`src/rtl/digit_serial_adder.sv`:
```
// Digit-serial add/subtract unit: DIGIT bits per clock, LSD first, carry registered
// between digits; operands and result move over valid/ready handshakes.
module digit_serial_adder #(
   parameter int WIDTH = 16,
   parameter int DIGIT = 4
) (
   input  logic             clk,
   input  logic             rst_n,
   input  logic             in_valid,
   output logic             in_ready,
   input  logic [WIDTH-1:0] a,
   input  logic [WIDTH-1:0] b,
   input  logic             entAcarreo,
   input  logic             sub,
   output logic             out_valid,
   input  logic             out_ready,
   output logic [WIDTH-1:0] suma,
   output logic             salAcarreo,
   output logic             overflow
);

   localparam int N  = WIDTH / DIGIT;
   localparam int CW = (N > 1) ? $clog2(N) : 1;
   localparam logic [WIDTH-1:0] DMASK = WIDTH'({DIGIT{1'b1}});

   typedef enum logic [1:0] {
      IDLE = 2'd0,
      CALC = 2'd1,
      DONE = 2'd2
   } state_t;

   state_t           state_q, state_d;
   logic [CW-1:0]    cnt_q, cnt_d;
   logic [WIDTH-1:0] a_q, a_d, b_q, b_d;
   logic [WIDTH-1:0] suma_q, suma_d;
   logic             carry_q, carry_d;
   logic             cout_q, cout_d;
   logic             ovf_q, ovf_d;

   logic [DIGIT:0]   dsum_s;
   logic [31:0]      off_s;
   logic             msb_cin_s;

   // One digit of ripple addition on the low bits of the shifting operand registers
   always_comb begin
      dsum_s    = {1'b0, a_q[DIGIT-1:0]} + {1'b0, b_q[DIGIT-1:0]} + {{DIGIT{1'b0}}, carry_q};
      off_s     = 32'(cnt_q) * DIGIT;
      // carry into the MSB recovered from the MSB sum bit and its operand bits
      msb_cin_s = a_q[DIGIT-1] ^ b_q[DIGIT-1] ^ dsum_s[DIGIT-1];
   end

   // Next-state and datapath control
   always_comb begin
      state_d = state_q;
      cnt_d   = cnt_q;
      a_d     = a_q;
      b_d     = b_q;
      suma_d  = suma_q;
      carry_d = carry_q;
      cout_d  = cout_q;
      ovf_d   = ovf_q;
      case (state_q)
         IDLE: begin
            if (in_valid) begin
               a_d     = a;
               b_d     = b ^ {WIDTH{sub}};
               carry_d = entAcarreo ^ sub;
               cnt_d   = '0;
               state_d = CALC;
            end else begin
               state_d = IDLE;
            end
         end
         CALC: begin
            suma_d  = (suma_q & ~(DMASK << off_s)) | (WIDTH'(dsum_s[DIGIT-1:0]) << off_s);
            carry_d = dsum_s[DIGIT];
            a_d     = a_q >> DIGIT;
            b_d     = b_q >> DIGIT;
            if (cnt_q == CW'(N - 1)) begin
               cout_d  = dsum_s[DIGIT];
               ovf_d   = msb_cin_s ^ dsum_s[DIGIT];
               cnt_d   = '0;
               state_d = DONE;
            end else begin
               cnt_d   = cnt_q + CW'(1);
            end
         end
         DONE: begin
            if (out_ready) begin
               state_d = IDLE;
            end else begin
               state_d = DONE;
            end
         end
         default: begin
            state_d = IDLE;
         end
      endcase
   end

   // State and datapath registers with synchronous active-low reset
   always_ff @(posedge clk) begin
      if (!rst_n) begin
         state_q <= IDLE;
         cnt_q   <= '0;
         a_q     <= '0;
         b_q     <= '0;
         suma_q  <= '0;
         carry_q <= 1'b0;
         cout_q  <= 1'b0;
         ovf_q   <= 1'b0;
      end else begin
         state_q <= state_d;
         cnt_q   <= cnt_d;
         a_q     <= a_d;
         b_q     <= b_d;
         suma_q  <= suma_d;
         carry_q <= carry_d;
         cout_q  <= cout_d;
         ovf_q   <= ovf_d;
      end
   end

   assign in_ready   = (state_q == IDLE);
   assign out_valid  = (state_q == DONE);
   assign suma       = suma_q;
   assign salAcarreo = cout_q;
   assign overflow   = ovf_q;

endmodule

```
`config.mk`:
```
export PLATFORM = sky130hd
export DESIGN_NAME = digit_serial_adder
export DESIGN_NICKNAME = d
export VERILOG_FILES = /design/src/rtl/digit_serial_adder.sv
export SDC_FILE = /design/constraint.sdc
export NUM_CORES = 1
export LEC_CHECK = 0
export CELL_PAD_IN_SITES_DETAIL_PLACEMENT = 1
export CELL_PAD_IN_SITES_GLOBAL_PLACEMENT = 1
export CORE_MARGIN = 1.5
export CORE_UTILIZATION = 35
export CTS_BUF_LIST = sky130_fd_sc_hd__clkbuf_16
export DETAILED_ROUTE_END_ITERATION = 10
export HOLD_SLACK_MARGIN = 0.08
export PLACE_DENSITY_LB_ADDON = 0.3
export REMOVE_ABC_BUFFERS = 1
export SLEW_MARGIN = 20
export SYNTH_ARGS = -nofsm -noshare
export SYNTH_HDL_FRONTEND = slang
export SYNTH_SLANG_ARGS = --single-unit
```
`constraint.sdc`:
```
create_clock -name clk -period 3.6 [get_ports clk]
set_clock_uncertainty 0.15 [all_clocks]
set_input_delay 0.9 -clock clk [delete_from_list [all_inputs] [get_ports clk]]
set_output_delay 0.9 -clock clk [all_outputs]
set_load 0.01 [all_outputs]
```
==> flow_summary.json, run 1 <==
{
  "outcome": "finished, final reports clean",
  "reg2reg_slack_ps": 1400,
  "min_period_over_period_pct": 72.2,
  "grt_overflow": 0,
  "clk_pin_slew_ps": 70,
  "syn_to_final_growth_pct": 28.8,
  "fin_nets": 389,
  "drt_iter0_markers": 98,
  "totalWireLength_um": 6320,
  "die_width_um": 90.7,
  "core_region_area_um2": 7330,
  "synthArstFlopShare_pct": 0,
  "synth_top_area_cell": "dfxtp_1",
  "wl_per_cell_um": 14.3,
  "clockBufferDepth": 2,
  "cp-end-kind": "flop",
  "ys.flop_type": "dfxtp_1",
  "drive_above_1_share_pct": 6.71,
  "power_density_nw_per_um2": 409,
  "yosys-top-cells-area": "dfxtp_1, a22oi_1, xor2_1",
  "synth-simple-area-share_pct": 21.4,
  "drv_slew": 0,
  "syn_avg_cell_area_um2": 9.25,
  "cts_buffers": 5,
  "synth_compound_area_share_pct": 21.2,
  "grt_start_max_net_pins": 60,
  "dp.cells": 434,
  "gp_congestion": 0.770,
  "vias_per_cell": 5.05,
  "synth-xor-area-share_pct": 6.51,
  "rsz0062_at_grt": "false",
  "synth_top_cell_area_share_pct": 40.9,
  "cp_max_fo": 24,
  "synth_top_family_by_area": "simple AND/OR/NAND/NOR gates",
  "syn-cell-area_um2": 2690,
  "max_freq_ghz": 0.385,
  "antenna_found_initial": 0,
  "fin_tns_setup_ps": 0,
  "crit_path_end": "a_q[0]$_SDFFE_PN0P_",
  "grt_first_pass_wirelength_um": 11200,
  "diodes": 0,
  "grt_busiest_layer": "met2",
  "p_int_mw": 1.04,
  "setup_viol": 0,
  "worstPathArrival_ps": 2630,
  "design_area_um2": 3470,
  "detail-route-antenna-nets": 0,
  "syn_inst": 291,
  "clk_latency_ps": 290,
  "ys_ff_latch": 55,
  "reg2reg_to": "carry_q$_SDFFE_PN0P_",
  "cts_setup_buffers": 0,
  "first_global_vias": 2293,
  "met1_usage_pct": 21.8,
  "synth-adder-area-share_pct": 4.74,
  "std_cell_rows": 31,
  "hold_buffers": 0,
  "p_switching_mw": 0.382,
  "setup_ws_ps": 1000,
  "criticalPathCategory": "in2reg",
  "post_cts_resized": 0,
  "initial_core_util_pct": 36.7,
  "holdCritPathClass": "reg2reg",
  "cts_root_buf": "clkbuf_16",
  "yosys_warnings": 0,
  "pwr-share-clk_pct": 33.3,
  "route.vias.total": 2233,
  "p_leak_nw": 1.41,
  "whs_ps": 330,
  "ir_worst_vdd_v": 0.000197,
  "ys_types": 32,
  "portBuffers": 57,
  "yosysMostFrequentCell": "dfxtp_1",
  "globalRouteMet2Util_pct": 27.8,
  "finalHoldViolCount": 0,
  "fin_cells": 442,
  "start_kind": "primary input",
  "period_needed_ps": 2600,
  "dieArea_um2": 8220,
  "htreeDepth": 2,
  "grtUsageMet3_pct": 3.37,
  "drv_cap": 0,
  "dp_hpwl_um": 4360,
  "cts_tree": "yes",
  "combPwrFrac_pct": 19.1,
  "cp_data_required_time_ps": 3630,
  "switching_share_pct": 26.9,
  "timing.rr.start": "a_q[0]$_SDFFE_PN0P_",
  "tightestPinTransition_ps": 814,
  "grt_use_total_pct": 16.7,
  "cts_sinks": 55,
  "drc": 0,
  "pwr-share-seq_pct": 47.6,
  "synth-edff-count": 0,
  "place_area_um2": 3320,
  "die_y_um": 90.7,
  "ios": 58,
  "synth_seq_area_share_pct": 40.9,
  "slew-limit-headroom_pct": 45.5,
  "reg2reg_depth": 6,
  "synth.mux.area_fraction_pct": 0,
  "drtPass1Iterations": 4,
  "startpoint": "in_valid",
  "synth_common_cells": "dfxtp_1, nand2_1, nand3_1",
  "pre_cts_ws_ps": 693
}
-- stage by stage --
| stage | power [mW] | util [%] |
|---|---|---|
| after floorplan | 0.832 | - |
| after global placement | 0.952 | 45.3 |
| after detailed placement | 0.961 | 45.3 |
| after CTS | 1.44 | 47.3 |
| after global routing | 1.50 | 47.3 |
| final | 1.42 | 47.3 |
-- critical path: stages --
cell,delay [ps]
clkdlybuf4s50_1,510
or3b_1,350
buf_4,200
nand2_2,350
nand3_1,140
o211a_1,160
-- logic make-up after synthesis --
group                    count (synthesis)
AO/OA/AOI/OAI                           73
XOR/XNOR                                20
adder cells (fa/ha/maj)                  9
buffers and inverters                   24
flip-flops                              55
AND/OR/NAND/NOR                        110
-- layout make-up --
class / instances / area [um2]
Clock buffer: 5 / 125
Clock inverter: 3 / 20.0
Fill cell: 825 / 3860
Inverter: 2 / 7.51
Multi-Input combinational cell: 212 / 1450
Sequential cell: 55 / 1100
Tap cell: 99 / 124
Timing Repair Buffer: 66 / 638
-- worst min-delay path by stage --
stage / startpoint / endpoint / slack, ps / depth (start not counted)
after detailed placement: suma[3]$_SDFFE_PN0P_ / suma[3]$_SDFFE_PN0P_ / 320 / 2
after global routing: a_q[13]$_SDFFE_PN0P_ / a_q[13]$_SDFFE_PN0P_ / 350 / 2
final: a_q[13]$_SDFFE_PN0P_ / a_q[13]$_SDFFE_PN0P_ / 330 / 2
after global placement: suma[11]$_SDFFE_PN0P_ / suma[11]$_SDFFE_PN0P_ / 310 / 2
after CTS: suma[3]$_SDFFE_PN0P_ / suma[3]$_SDFFE_PN0P_ / 330 / 2
after floorplan: b_q[12]$_SDFFE_PN0P_ / b_q[12]$_SDFFE_PN0P_ / 300 / 2
-- power groups by stage --
stage	sequential, mW	clock [mW]	combinational [mW]
5_1_grt	0.681	0.512	0.303
6_report	0.675	0.473	0.271
2_1_floorplan	0.687	0	0.145
3_5_place_dp	0.689	0	0.272
3_3_place_gp	0.687	0	0.265
4_1_cts	0.675	0.491	0.275
-- metal layers --
metal  up-vias  part of all wire, %
met5         -                    0
met4         0                  1.0
met3         6                  3.8
met2        46                   47
met1      1062                   48
li1       1119                    -
-- flip-flops by register name, summed over array words and instances (netlist names) --
name,count
suma,16
cnt_q,2
carry_q,1
a_q,16
state_q,2
b_q,16
overflow,1
salAcarreo,1
-- placed cells by master, fill, tap and decap left out, types with 3 or more instances in the layout --
cell type        count
nand3_1             25
ha_1                 7
buf_4                9
a22oi_1             24
clkbuf_16            5
a21boi_0             9
nor3_2               3
clkdlybuf4s50_1     57
o211a_1             13
xor2_1              19
o21ai_0              6
and2_1              14
o2bb2ai_1           12
nand2_1             42
a21oi_1              4
dfxtp_1             55
nor2b_1             16
Power figures use the tool's default switching activity.
==> inputs of run 2 (changes only) <==
==> constraint.sdc (replaced) <==
create_clock -name clk -period 2.6 [get_ports clk]
set_clock_uncertainty 0.15 [all_clocks]
set_input_delay 0.65 -clock clk [delete_from_list [all_inputs] [get_ports clk]]
set_output_delay 0.65 -clock clk [all_outputs]
set_load 0.01 [all_outputs]
==> run 2 against run 1 <==
Compared with the run above:
- largest power group unchanged
- cell count stayed put
- critical path depth is 1 lower
- via count up 1.6%
- sequential cell count did not move
- setup slack lost 640 ps
- worst hold slack worse by 9.5 ps
- critical endpoint is now b_q[6]$_SDFFE_PN0P_
- register-to-register slack worse by 970 ps
- sequential share of layout area shrank 0.33 points
- largest cell class unchanged
- global-route usage is 0.35 points lower
- wire length increased by 0.22%
==> flow_summary.json, run 2 (same netlist as run 1, synthesis figures left out) <==
{
  "portBuffers": 57,
  "slowest_stage": "nor2b_1",
  "timing.critical_path.slowest_cell_delay_ps": 670,
  "std_cell_rows": 31,
  "clockBufferDepth": 2,
  "criticalPathCategory": "in2reg",
  "grt_start_max_net_pins": 60,
  "min_period_over_period_pct": 86.1,
  "cp_cell_sequence": "clkdlybuf4s50_1, nor2b_1, a22oi_1, o2bb2ai_1, and2_1",
  "die_width_um": 90.7,
  "cp-end-kind": "flop",
  "vias_per_cell": 5.13,
  "period_needed_ps": 2240,
  "cts_tree": "yes",
  "design_area_um2": 3500,
  "drive_above_1_share_pct": 6.71,
  "hold_buffers": 0,
  "grt_overflow": 0,
  "detail-route-antenna-nets": 0,
  "slew-limit-headroom_pct": 45.0,
  "diodes": 0,
  "worstPathArrival_ps": 2320,
  "post-route-util_pct": 47.8,
  "dieArea_um2": 8220,
  "startpoint": "in_valid",
  "antenna_found_initial": 0,
  "clk_latency_ps": 290,
  "p_leak_nw": 1.43,
  "gp_congestion": 0.762,
  "grt_use_total_pct": 16.3,
  "syn_to_final_growth_pct": 30.1,
  "drv_cap": 0,
  "finalHoldViolCount": 0,
  "drv_slew": 0,
  "hold_path.startpoint": "suma[11]$_SDFFE_PN0P_",
  "start_kind": "primary input",
  "cts_root_buf": "clkbuf_16",
  "whs_ps": 320,
  "rsz0062_at_grt": "false",
  "max_freq_ghz": 0.447,
  "grt_first_pass_wirelength_um": 10900,
  "fin_tns_setup_ps": 0,
  "post_cts_resized": 0,
  "htreeDepth": 2,
  "cp_data_required_time_ps": 2680,
  "fin_nets": 389,
  "outcome": "finished, final reports clean",
  "initial_core_util_pct": 36.7,
  "drc": 0,
  "ios": 58,
  "dp_hpwl_um": 4460,
  "final_common_cell": "clkdlybuf4s50_1",
  "totalWireLength_um": 6330,
  "ir_worst_vdd_v": 0.000235,
  "clk_pin_slew_ps": 70,
  "power_density_nw_per_um2": 592,
  "timing.rr.start": "a_q[0]$_SDFFE_PN0P_",
  "setup_viol": 0,
  "holdCritPathClass": "reg2reg",
  "n_fill_cell": 841,
  "dp.cells": 434,
  "wl_per_cell_um": 14.3,
  "route.vias.total": 2268,
  "tightestPinTransition_ps": 823,
  "place_area_um2": 3330,
  "cts_sinks": 55,
  "die_y_um": 90.7,
  "layout.cells.most_common_list": "clkdlybuf4s50_1, dfxtp_1, nand2_1",
  "first_global_vias": 2263,
  "core_region_area_um2": 7330,
  "cts_buffers": 5,
  "cp_max_fo": 12,
  "fin_cells": 442,
  "drt_iter0_markers": 67,
  "cts_setup_buffers": 0,
  "drtPass1Iterations": 4
}
-- run 2: report_power, final --
part | leakage [nW] | switching, mW | internal, mW
logic | 0.895 | 0.191 | 0.184
registers | 0.450 | 0.0370 | 0.898
clock network | 0.0838 | 0.310 | 0.455
total | 1.43 | 0.538 | 1.54
-- run 2: through the flow --
stage                     total power [mW]  setup slack (ps)
final                                 2.07               361
after global routing                  2.17               198
after CTS                             2.10               379
after detailed placement              1.34              91.3
after global placement                1.32               145
after floorplan                       1.15               300
-- run 2: area by class of cell --
class	instances	area, um2	area share, %
repair buffers	66	651	18.6
clock buffers	5	125	3.57
flip-flops and latches	55	1100	31.4
clock inverters	3	43.8	1.25
well taps	99	124	3.54
multi-input cells	212	1450	41.4
inverters	2	7.51	0.214
-- run 2: layer usage --
| metal | vias up | GRT usage (%) | share of wire, % |
|---|---|---|---|
| li1 | 1120 | - | - |
| met1 | 1101 | 21.2 | 49 |
| met2 | 42 | 27.6 | 47 |
| met3 | 5 | 2.86 | 3.3 |
| met4 | 0 | 4.63 | 0.82 |
| met5 | - | 0 | 0 |
-- run 2: path summary, 6_finish.rpt --
check,to,slack (ps),cells past startpoint
worst min register to register,suma[11]$_SDFFE_PN0P_,320,2
worst max register to register,suma[6]$_SDFFE_PN0P_,430,5
worst max-delay path,b_q[6]$_SDFFE_PN0P_,360,5
worst min-delay path,suma[11]$_SDFFE_PN0P_,320,2
-- run 2: critical path: cells and delay by family --
kind                   cells  cell delay (ps)
and+or+nand+nor            2              820
buffers and inverters      1              500
AOI/OAI and AO/OA          2              340
